File: config.mk
export PLATFORM = sky130hd
export DESIGN_NAME = elastic_pipe
export DESIGN_NICKNAME = d
export VERILOG_FILES = /design/src/rtl/elastic_pipe.sv
export SDC_FILE = /design/constraint.sdc
export NUM_CORES = 1
export LEC_CHECK = 0
export ABC_AREA = 1
export CAP_MARGIN = 20
export CORE_MARGIN = 10
export CORE_UTILIZATION = 55
export DETAILED_ROUTE_END_ITERATION = 16
export DONT_BUFFER_PORTS = 1
export PLACE_DENSITY = 0.7
export SYNTH_ARGS = -nofsm -noshare
export SYNTH_HDL_FRONTEND = slang
export SYNTH_SLANG_ARGS = --single-unit
File: constraint.sdc
create_clock -name clk -period 1.57 [get_ports clk]
set_input_delay 0.157 -clock clk [delete_from_list [all_inputs] [get_ports clk]]
set_output_delay 0.157 -clock clk [all_outputs]
set_load 0.01 [all_outputs]
File: src/rtl/elastic_pipe.sv
// elastic_pipe: STAGES-deep chain of 2-entry skid buffers (registered ready) with synchronous flush.
// Defining PIPE_STALL_CNT_EN adds stall_cnt, a saturating count of out_valid & !out_ready cycles.
module elastic_pipe #(
   parameter int WIDTH  = 32,
   parameter int STAGES = 2
) (
   input  logic             clk,
   input  logic             rst,
   input  logic             flush,
   input  logic             in_valid,
   output logic             in_ready,
   input  logic [WIDTH-1:0] in_data,
   output logic             out_valid,
   input  logic             out_ready,
   output logic [WIDTH-1:0] out_data
`ifdef PIPE_STALL_CNT_EN
   ,
   output logic [31:0]      stall_cnt
`endif
);
   logic [STAGES-1:0] mv_q, mv_d, sv_q, sv_d;
   logic [STAGES-1:0][WIDTH-1:0] md_q, md_d, sd_q, sd_d;
   logic [STAGES:0] v, r;
   logic [STAGES:0][WIDTH-1:0] d;
   // Boundary i feeds stage i; boundary STAGES is the output port.
   assign v = {mv_q, in_valid};
   assign d = {md_q, in_data};
   assign r = {out_ready, ~sv_q};
   assign in_ready  = r[0];
   assign out_valid = v[STAGES];
   assign out_data  = d[STAGES];
   always_comb begin
      mv_d = mv_q;
      md_d = md_q;
      sv_d = sv_q;
      sd_d = sd_q;
      for (int i = 0; i < STAGES; i++) begin
         if (!mv_q[i] || r[i+1]) begin
            mv_d[i] = sv_q[i] | (v[i] & r[i]);
            md_d[i] = sv_q[i] ? sd_q[i] : (v[i] & r[i]) ? d[i] : '0;
         end
         sv_d[i] = sv_q[i] ? !r[i+1] : mv_q[i] & !r[i+1] & v[i];
         sd_d[i] = sv_d[i] ? (sv_q[i] ? sd_q[i] : d[i]) : '0;
      end
   end
   always_ff @(posedge clk) begin
      if (rst || flush) begin
         mv_q <= '0;
         sv_q <= '0;
         md_q <= '0;
         sd_q <= '0;
      end else begin
         mv_q <= mv_d;
         sv_q <= sv_d;
         md_q <= md_d;
         sd_q <= sd_d;
      end
   end
`ifdef PIPE_STALL_CNT_EN
   logic [31:0] stall_cnt_q, stall_cnt_d;
   assign stall_cnt_d = (out_valid && !out_ready && !(&stall_cnt_q)) ? stall_cnt_q + 32'd1 : stall_cnt_q;
   always_ff @(posedge clk) stall_cnt_q <= rst ? '0 : stall_cnt_d;
   assign stall_cnt = stall_cnt_q;
`endif
endmodule

# Yosys cells after proc, flatten, opt, wreduce, memory -nomap -nowiden
# Index checks and enable logic that the tools add are counted.
# classes
n_reduce_logical	9
muxes	6
bitwise_logic	11
# op_table
cell	count
32-bit 2-to-1 mux	4
1-bit AND	6
1-bit logical NOT	4
2-bit OR reduction	2
1-bit logical OR	3
1-bit 2-to-1 mux	2
1-bit NOT	2
2-bit NOT	1
1-bit bitwise OR	2
# word_totals
out_inout_bits	34
ff_bits	132
inputBits	37

# Depth between registers and ports, before layout
# Gate-level depths: netlist of the first run.
# depth
depth_word	7
depth_mapped	7

# Worst setup path before layout of the first run
# No wires, ideal clock.
# synth_path
path_kind	register -> register
startpoint	register sv_q[1]
endpoint	register md_q, in the netlist d[32]
period_less_slack_ns	1.115
arrival_ns	0.998
setup_slack_ns	0.455
path_stages_with_launch	8
setup_time_ns	0.117
path_cell_list	dfxtp_1 buf_4 nand2_1 buf_4 buf_2 nand2_1 a21oi_1 nor2_1
# synth_via
elab_chain_len	2
# synth_rtl
element	line	text
from (decl)	21	logic [STAGES-1:0] mv_q, mv_d, sv_q, sv_d;
from (signal assigned)	54	sv_q <= sv_d;
2-bit NOT	28	assign r = {out_ready, ~sv_q};
1-bit logical OR	38	if (!mv_q[i] || r[i+1]) begin
to (signal assigned)	55	md_q <= md_d;
to (decl)	22	logic [STAGES-1:0][WIDTH-1:0] md_q, md_d, sd_q, sd_d;
# Every way passes these cells.
# A chain may end at the register's enable or synchronous reset.

# Worst setup path in the final report of the first run
# layout_path
startpoint	register sv_q[0]
endpoint	output in_ready
# layout_via
elab_chain_len	1
# layout_rtl
element	line	text
2-bit NOT	28	
to (decl)	11	output logic in_ready,
# Every way passes these cells.

==> impl_metrics.ini, run 1 <==
[sta]
final_hold_vios = 0
max-slew-margin-rel = 0.404
rsz_0062_raised_after_global_routing = false
slew_viol_final = 0
timing.final.setup_violations = 0
fin_tns_setup_ns = 0
worst_pin_slew_ns = 0.893
fin_ws_ns = 0.0863
fmax_mhz = 674
finClkSkew_ns = 0.00981
fin_crit_ns = 1.48
final.period_utilization = 0.945
finalHoldWorstSlack_ns = 0.355

[worst_setup_path]
crit_path_end_kind = output pin
criticalPathCategory = reg2out
worstSetupStartpointType = flip-flop
crit_chain = buf_12 > inv_2 > buf_6
critPathRequiredTime_ns = 1.41
worstPathArrival_ns = 1.33
path_delay_family = buffers and inverters
timing.critical_path.buf_inv = 3
timing.critical_path.slowest_stage_cell = sky130_fd_sc_hd__dfxtp_2
cp_max_fo = 34
cp_num_cells = 3
cp_slowest_stage_delay_ns = 0.35
timing.reg2reg.worst_path_depth = 6

[cells_and_area]
num_antenna_cells = 0
final-seq-area_mm2 = 0.00264
most_common_cell_after_layout_fill_and_taps_aside = sky130_fd_sc_hd__nand2_1
footprint_of_the_multi_input_gates_mm2 = 0.00203
final_cell_mix = sky130_fd_sc_hd__nand2_1, sky130_fd_sc_hd__dfxtp_1, sky130_fd_sc_hd__nor2_1
nFillCells = 790
nNetsFinal = 739
end_of_flow_core_utilization = 0.659
syn_to_final_growth_pct = 16.0
post_route_cells_drive_above_1_share = 0.0811

[placement]
hpwlAfterDp_um = 7960
port_buffers = 0
pre_cts_slack_ns = 0.113
globalplace.congestion = 0.791

[status]
status = complete, no violations

[drt]
drt-vias-per-instance = 5.10
drt_pre_antenna_iters = 5
num_vias = 4303
drcViolationCount = 0
drt-initial-drc-count = 404
postRouteWirelength_um = 12100
routedWlPerCell_um = 14.3
drtAntennaViolNets = 0

[run]
maxCapViolations = 0

[global_routing]
grt_antenna_before_repair = 0
grt_pass1_wl_um = 20100
grt_pass1_vias = 4041
grt_max_degree = 35
total_congestion_overflow = 0
gr-usage-all-layers = 0.174

[synth]
synth_flop_type = sky130_fd_sc_hd__dfxtp_1
synth-seq-cells = 132
number_of_enable_type_register_cells_in_the_synthesized_netlist = 0
synth.lib_cells_used.distinct = 18
mappedNetlistArea_mm2 = 0.00527
post_synth_inst_count = 704
ys_async_sr_fraction = 0
proportion_of_synthesized_chip_area_in_sequential_cells = 0.501
synth.avg_cell_area_um2 = 7.49
mappedNetlistNets = 741
ys_warn_count = 0

[power_and_ir_drop]
power.sequential.fraction = 0.454
power_report.internal_total_w = 0.00582
p_switching_w = 0.00167
vdd_ir_drop_max_v = 0.000746
p_leak_nw = 2.58
combinationalPowerShare = 0.038
power_frac_clock = 0.509
p_per_area_mw_per_mm2 = 1230
sw_frac_of_total = 0.223

[floorplan]
initial_utilization = 0.568
die_h_um = 118
floorplan.core_area_mm2 = 0.00928
die_area_mm2 = 0.0139
chipWidth_um = 118
floorplan.rows = 35
io-pin-count = 71

[worst_hold_path]
min_path_cells = 3
hold_class = in2reg

[cts]
clockRootBuffer = sky130_fd_sc_hd__clkbuf_8
tritoncts = yes
htreeDepth = 4
cts-buffers-inserted = 17
clk_transition_reported_paths_ns = 0.06
cts_setup_buffers = 0
sinks_on_clock_net = 132
clock_path_buffers = 2
clkLatencyLatePin_ns = 0.52
## final timing paths
kind / endpoint / startpoint / slack (ns)
setup / recovery: in_ready / sv_q[0] / 0.09
hold reg to reg: out_data[15] / out_data[15] / 0.51
setup reg to reg: out_data[18] / sv_q[1] / 0.18
hold / removal: d[42] / in_data[10] / 0.36
## final cells by class
| type | instances | share of cell area |
|---|---|---|
| flip-flops and latches | 132 | 0.432 |
| multi-input cells | 462 | 0.332 |
| repair buffers | 53 | 0.0925 |
| clock buffers | 18 | 0.0700 |
| well taps | 129 | 0.0264 |
| clock inverters | 14 | 0.0246 |
| inverters | 36 | 0.0221 |
## repair_timing
| action | 4_1_cts | 5_1_grt |
|---|---|---|
| hold buffers | 36 | 0 |
| pin swaps | 0 | 0 |
| setup endpoints to repair | 1 | 3 |
| endpoints found under the hold margin | 79 | 0 |
| resized for setup | 4 | 2 |
| cloned | 1 | 0 |
## cells by family after synthesis
family | Yosys count | share of synthesized area
and+or+nand+nor | 320 | 0.232
AOI/OAI and AO/OA | 142 | 0.153
DFF | 132 | 0.501
buffers and inverters | 110 | 0.114
## cells in the mapped netlist, types with 3 or more instances
master / count / share of area
sky130_fd_sc_hd__a21boi_0: 37 / 0.053
sky130_fd_sc_hd__a21oi_1: 65 / 0.062
sky130_fd_sc_hd__buf_2: 29 / 0.028
sky130_fd_sc_hd__buf_4: 36 / 0.051
sky130_fd_sc_hd__clkbuf_1: 6 / 0.0043
sky130_fd_sc_hd__dfxtp_1: 132 / 0.50
sky130_fd_sc_hd__inv_1: 33 / 0.023
sky130_fd_sc_hd__inv_2: 3 / 0.0021
sky130_fd_sc_hd__nand2_1: 211 / 0.15
sky130_fd_sc_hd__nor2_1: 103 / 0.073
sky130_fd_sc_hd__o21ai_0: 26 / 0.025
sky130_fd_sc_hd__o21ai_1: 13 / 0.012
## flip-flops by register name, summed over array words and instances, names as in the netlist
register  cells
sd_q         64
out_data     32
d            32
sv_q          2
mv_q          2
## power groups by stage
| stage | clock [W] | sequential, W | combinational, W |
|---|---|---|---|
| final | 0.00381 | 0.00340 | 0.000282 |
| after global routing | 0.00401 | 0.00340 | 0.000314 |
| after CTS | 0.00386 | 0.00340 | 0.000277 |
| after detailed placement | 0 | 0.00347 | 0.000188 |
| after global placement | 0 | 0.00347 | 0.000178 |
| after floorplan | 0 | 0.00346 | 0.000158 |
## per-layer routing
| metal | part of all wire | routed length [um] | up-vias | global-route usage |
|---|---|---|---|---|
| met5 | 0 | 0 | - | 0 |
| met4 | 0.0065 | 79 | 0 | 0.0556 |
| met2 | 0.43 | 5180 | 158 | 0.252 |
| met3 | 0.075 | 913 | 10 | 0.0595 |
| met1 | 0.49 | 5920 | 1948 | 0.236 |
| li1 | - | - | 2187 | - |
## worst min-delay path, delay by kind of cell
family,cells,cell delay (ns)
buffers and inverters,1,0.55
AO/OA/AOI/OAI,1,0.07
AND/OR/NAND/NOR,1,0.06
## per-stage QoR
stage / power [W] / cell area (um2) / instances
after floorplan: 0.00362 / 5270 / 704
after global placement: 0.00365 / 5110 / 774
after detailed placement: 0.00366 / 5120 / 775
after CTS: 0.00754 / 6110 / 844
after global routing: 0.00772 / 6110 / 844
final: 0.00749 / 6110 / 844
No activity file was read; power rests on OpenSTA's default activity.
==> run 2: changes to the inputs <==
--- a/config.mk
+++ b/config.mk
@@ -7,11 +7,12 @@
 export LEC_CHECK = 0
 export ABC_AREA = 1
 export CAP_MARGIN = 20
-export CORE_MARGIN = 10
+export CORE_MARGIN = 2
 export CORE_UTILIZATION = 55
 export DETAILED_ROUTE_END_ITERATION = 16
 export DONT_BUFFER_PORTS = 1
 export PLACE_DENSITY = 0.7
+export REMOVE_ABC_BUFFERS = 1
 export SYNTH_ARGS = -nofsm -noshare
 export SYNTH_HDL_FRONTEND = slang
 export SYNTH_SLANG_ARGS = --single-unit
==> constraint.sdc (replaced) <==
create_clock -name clk -period 1.57 [get_ports clk]
set_input_delay 0.157 -clock clk [delete_from_list [all_inputs] [get_ports clk]]
set_output_delay 0.157 -clock clk [all_outputs]
set_load 0.05 [all_outputs]
==> run 2 against run 1 <==
  * Worst hold slack got worse by 0.33 ns
  * Routed wire length fell by 4.6%
  * Global-route usage rose by 5.8 points
  * Combinational power barely moved
  * Final cell count rose by 3.1%
  * Clock-buffer cell count rose by 2
  * Critical path depth rose by 1
  * Sequential share of layout area fell by 1.3 points
  * Die area fell by 25%
  * Non-clock buffer count rose by 26
  * Clock power rose by 7.3%
  * Critical endpoint is now out_data[20]
  * Highest routed layer unchanged
==> impl_metrics.ini, run 2 (synthesis results as in run 1) <==
[floorplan]
die_h_um = 102
floorplan.core_area_mm2 = 0.00928
chipWidth_um = 102
initial_utilization = 0.568
io-pin-count = 71
floorplan.rows = 35
die_area_mm2 = 0.0104

[status]
status = complete, no violations

[drt]
drtAntennaViolNets = 0
drt-initial-drc-count = 189
drt_pre_antenna_iters = 4
drcViolationCount = 0
num_vias = 4307
postRouteWirelength_um = 11500
routedWlPerCell_um = 13.3
drt-vias-per-instance = 4.95

[worst_setup_path]
path_delay_family = simple AND/OR/NAND/NOR gates
critPathRequiredTime_ns = 2.01
worstPathArrival_ns = 1.87
cp_max_fo = 27
reg2reg_slack_ns = 0.13
crit_chain = nor2_1 > nor2_4 > nand2_1 > a21oi_1
worstSetupStartpointType = flip-flop
timing.critical_path.buf_inv = 0
cp_slowest_stage_delay_ns = 0.53
criticalPathCategory = reg2reg
timing.critical_path.slowest_stage_cell = sky130_fd_sc_hd__nor2_4
crit_path_end_kind = flip-flop

[cells_and_area]
final_cell_mix = sky130_fd_sc_hd__nand2_1, sky130_fd_sc_hd__dfxtp_1, sky130_fd_sc_hd__nor2_1
nFillCells = 764
most_common_cell_after_layout_fill_and_taps_aside = sky130_fd_sc_hd__nand2_1
regMostFlops = sd_q
num_antenna_cells = 0
nNetsFinal = 765
largest_register_ffs = 64
post_route_cells_drive_above_1_share = 0.112
end_of_flow_core_utilization = 0.678
syn_to_final_growth_pct = 19.5

[global_routing]
total_congestion_overflow = 0
grt_antenna_before_repair = 0
grt_pass1_wl_um = 18700
grt_pass1_vias = 4106
grt_max_degree = 36
gr-usage-all-layers = 0.232

[power_and_ir_drop]
p_leak_nw = 2.72
p_per_area_mw_per_mm2 = 1230
vdd_ir_drop_max_v = 0.000962

[worst_hold_path]
hold_class = in2reg

[placement]
globalplace.congestion = 0.770
port_buffers = 0
hpwlAfterDp_um = 7220

[sta]
fin_tns_setup_ns = 0
finClkSkew_ns = 0.00657
worst_pin_slew_ns = 0.633
slew_viol_final = 0
fmax_mhz = 697
final_hold_vios = 0
rsz_0062_raised_after_global_routing = false
final.period_utilization = 0.914
fin_crit_ns = 1.44
timing.final.setup_violations = 0
max-slew-margin-rel = 0.577

[cts]
cts-buffers-inserted = 17
sinks_on_clock_net = 132
clock_path_buffers = 2
clk_transition_reported_paths_ns = 0.06
clockRootBuffer = sky130_fd_sc_hd__clkbuf_8
htreeDepth = 4
clkLatencyLatePin_ns = 0.51
tritoncts = yes
cts_setup_buffers = 0

[run]
maxCapViolations = 0
==> run 2: tightest hold or removal path, cell delays in order <==
cell and delay (ns):
sky130_fd_sc_hd__nor2_2 0.04, sky130_fd_sc_hd__buf_4 0.16, sky130_fd_sc_hd__o21ai_1 0.07, sky130_fd_sc_hd__nor2_1 0.05
==> run 2: final timing paths <==
| kind | to | cells after the start | startpoint |
|---|---|---|---|
| hold / removal | d[56] | 4 | flush |
| setup reg to reg | out_data[20] | 4 | sv_q[1] |
| setup / recovery | out_data[20] | 4 | sv_q[1] |
| hold reg to reg | out_data[5] | 2 | out_data[5] |
==> run 2: power breakdown <==
part / leakage, nW / internal (W) / switching (W)
Combinational: 1.36 / 0.000127 / 0.000157
Clock: 0.302 / 0.00267 / 0.00142
Sequential: 1.07 / 0.00338 / 0.0000151
Total: 2.72 / 0.00617 / 0.00160
==> run 2: final cells by class <==
class                           count  area (um2)  area share
Clock inverter                     12         176      0.0280
Timing Repair Buffer               79         706       0.112
Inverter                           36         135      0.0215
Tap cell                          129         161      0.0256
Sequential cell                   132        2640       0.420
Clock buffer                       20         445      0.0707
Multi-Input combinational cell    462        2030       0.322
==> run 2: repair_timing <==
action / in CTS / in global routing
hold buffers: 35 / 0
resized for setup: 0 / 0
endpoints found under the hold margin: 65 / 0
==> run 2: metrics by stage <==
stage | setup slack [ns] | area [um2] | std cells | hold WS, ns | power (W)
after floorplan | -0.872 | 4810 | 630 | 0.297 | 0.00361
after global placement | 0.242 | 5330 | 803 | 0.302 | 0.00366
after detailed placement | 0.157 | 5330 | 803 | 0.305 | 0.00366
after CTS | 0.136 | 6300 | 870 | 0.00150 | 0.00782
after global routing | 0.0193 | 6300 | 870 | 0.0143 | 0.00803
final | 0.134 | 6300 | 870 | 0.0227 | 0.00777
==> run 2: per-layer routing <==
layer	wire, um	GRT usage	part of all wire
met5	0	0	0
met1	4990	0.278	0.43
met2	5790	0.404	0.50
met3	577	0.0540	0.050
met4	177	0.0923	0.015
==> run 3: changes to the inputs <==
--- a/config.mk
+++ b/config.mk
@@ -5,7 +5,6 @@
 export SDC_FILE = /design/constraint.sdc
 export NUM_CORES = 1
 export LEC_CHECK = 0
-export ABC_AREA = 1
 export CAP_MARGIN = 20
 export CORE_MARGIN = 2
 export CORE_UTILIZATION = 55
==> run 3 against run 2 <==
  * Sequential share of layout area rose by 1.3 points
  * Clock-buffer cell count rose by 5
  * Die area fell by 2.7%
  * Final cell count fell by 17%
  * Worst setup slack got worse by 0.078 ns
  * Routed wire length did not move
  * First-iteration DRC count fell by 8.5%
  * Synthesized cell count fell by 17%
  * Largest power group unchanged
  * Final area fell by 2.8%
  * Maximum frequency fell by 5.1%
  * Critical path depth fell by 1
  * Synthesized area fell by 2.8%
==> impl_metrics.ini, run 3 <==
[drt]
drtAntennaViolNets = 0
routedWlPerCell_um = 15.9
drcViolationCount = 0
drt_pre_antenna_iters = 5
drt-initial-drc-count = 173
postRouteWirelength_um = 11500
drt-vias-per-instance = 5.60
num_vias = 4057

[synth]
synth_flop_type = sky130_fd_sc_hd__dfxtp_1
synth_largest_type_area_fraction = 0.516
synth_simple_gate_area_share = 0.177
synth_area_leaders = sky130_fd_sc_hd__dfxtp_1, sky130_fd_sc_hd__nand2_1, sky130_fd_sc_hd__a21oi_1
synth.avg_cell_area_um2 = 8.76
synth_compound_area_frac = 0.145
ys_warn_count = 0
yosys.area.top_type = sky130_fd_sc_hd__dfxtp_1
ys_async_sr_fraction = 0
post-synth-top-count-cell = sky130_fd_sc_hd__dfxtp_1
mappedNetlistArea_mm2 = 0.00512
area_share_of_xor_xnor_cells_in_the_synthesized_design = 0
synth.area.mux_share = 0.0691
post_synth_inst_count = 585
number_of_enable_type_register_cells_in_the_synthesized_netlist = 0
synth.lib_cells_used.distinct = 22
main_combinational_cell_family_by_area_after_synthesis = simple AND/OR/NAND/NOR gates
synthTopCellsByCount = sky130_fd_sc_hd__dfxtp_1, sky130_fd_sc_hd__nand2_1, sky130_fd_sc_hd__a21oi_1
proportion_of_synthesized_chip_area_in_sequential_cells = 0.516
synth-seq-cells = 132
synthAdderAreaFrac = 0

[cts]
clkLatencyLatePin_ns = 0.51
clockRootBuffer = sky130_fd_sc_hd__clkbuf_8
sinks_on_clock_net = 132
clk_transition_reported_paths_ns = 0.06
cts-buffers-inserted = 17
tritoncts = yes
clock_path_buffers = 2
htreeDepth = 4
cts_setup_buffers = 0

[status]
status = complete, no violations

[worst_setup_path]
cp_slowest_stage_delay_ns = 0.34
timing.critical_path.slowest_stage_cell = sky130_fd_sc_hd__dfxtp_2
crit_path_end_kind = output pin
criticalPathCategory = reg2out
cp_max_fo = 29
worstPathArrival_ns = 1.36
worstSetupStartpointType = flip-flop
cp-startpoint = sv_q[0]
crit_chain = inv_2 > buf_12 > buf_4
critPathRequiredTime_ns = 1.41
crit-reg2reg-launch = mv_q[0]

[cells_and_area]
nNetsFinal = 637
largest_register_ffs = 64
nFillCells = 756
final_cell_mix = sky130_fd_sc_hd__dfxtp_1, sky130_fd_sc_hd__nand2_1, sky130_fd_sc_hd__a21oi_1
regMostFlops = sd_q
end_of_flow_core_utilization = 0.669
post_route_cells_drive_above_1_share = 0.176
num_antenna_cells = 0
syn_to_final_growth_pct = 19.5
most_common_cell_after_layout_fill_and_taps_aside = sky130_fd_sc_hd__dfxtp_1

[run]
maxCapViolations = 0

[global_routing]
grt_most_used_layer = met2
grt_pass1_wl_um = 18900
total_congestion_overflow = 0
gr-usage-met3 = 0.0562
gr-usage-all-layers = 0.239
use_met2 = 0.424
grt_pass1_vias = 3984
grt_antenna_before_repair = 0
grt_max_degree = 56
globalRouteMet1Util = 0.281

[sta]
slew_viol_final = 0
final.period_utilization = 0.964
fmax_mhz = 661
fin_crit_ns = 1.51
final_hold_vios = 0
fin_ws_ns = 0.0568
finClkSkew_ns = 0.00718
max-slew-margin-rel = 0.631
timing.final.setup_violations = 0
rsz_0062_raised_after_global_routing = false
worst_pin_slew_ns = 0.554
finalHoldWorstSlack_ns = 0.0113

[power_and_ir_drop]
p_leak_nw = 2.30
p_total_w = 0.00742
vdd_ir_drop_max_v = 0.000702
p_per_area_mw_per_mm2 = 1210

[floorplan]
initial_utilization = 0.560
chipWidth_um = 101
die_area_mm2 = 0.0101
io-pin-count = 71
floorplan.rows = 35
die_h_um = 101
floorplan.core_area_mm2 = 0.00915

[placement]
port_buffers = 0
pre_cts_slack_ns = 0.270
hpwlAfterDp_um = 6790
globalplace.congestion = 0.757

[worst_hold_path]
hold_class = in2reg
hold_start = flush
## run 3: critical path, delay by kind of cell, from the launching register on
kind | cells | cell delay [ns]
flops | 1 | 0.34
buf+inv | 3 | 0.49
## run 3: layout make-up
type                            count  area (um2)  share of cell area
Multi-Input combinational cell    367        2010               0.328
Sequential cell                   132        2650               0.432
Inverter                            3        11.3             0.00184
Timing Repair Buffer               79         743               0.121
Clock inverter                      7        70.1              0.0114
Clock buffer                       25         504              0.0824
Tap cell                          111         139              0.0227
## run 3: timing repair
action	in CTS	in global routing
setup endpoints to repair	0	1
hold endpoints to repair	69	0
hold buffers	36	0
resized for setup	0	1
## run 3: worst paths after layout
kind / end / slack [ns] / cells past startpoint
worst max register to register: out_data[20] / 0.23 / 3
worst min register to register: out_data[24] / 0.45 / 2
worst min-delay path: d[53] / 0.01 / 4
worst max-delay path: in_ready / 0.06 / 3
## run 3: cells by family (layout without fill, tap and decap cells)
group	after synthesis	in the layout
flops	132	132
mux	32	32
buf+inv	86	114
simple gates	199	199
compound gates	136	136
## run 3: metal layers
metal | wire length (um) | vias to the layer above
met3 | 522 | 12
met4 | 146 | 0
met2 | 5790 | 108
li1 | - | 2005
met5 | 0 | -
met1 | 5080 | 1932
## run 3: through the flow
stage | area, um2 | std cells | setup TNS [ns]
floorplan | 4650 | 502 | -110.91
CTS | 6120 | 724 | 0
global placement | 5170 | 656 | 0
global route | 6120 | 724 | 0
detailed placement | 5170 | 656 | 0
finish | 6120 | 724 | 0
## run 3: report_power, final
part | leakage, nW | internal [W] | total (W) | switching [W]
registers | 1.07 | 0.00338 | 0.00339 | 0.0000175
logic | 0.964 | 0.000143 | 0.000291 | 0.000148
clock network | 0.272 | 0.00235 | 0.00373 | 0.00138
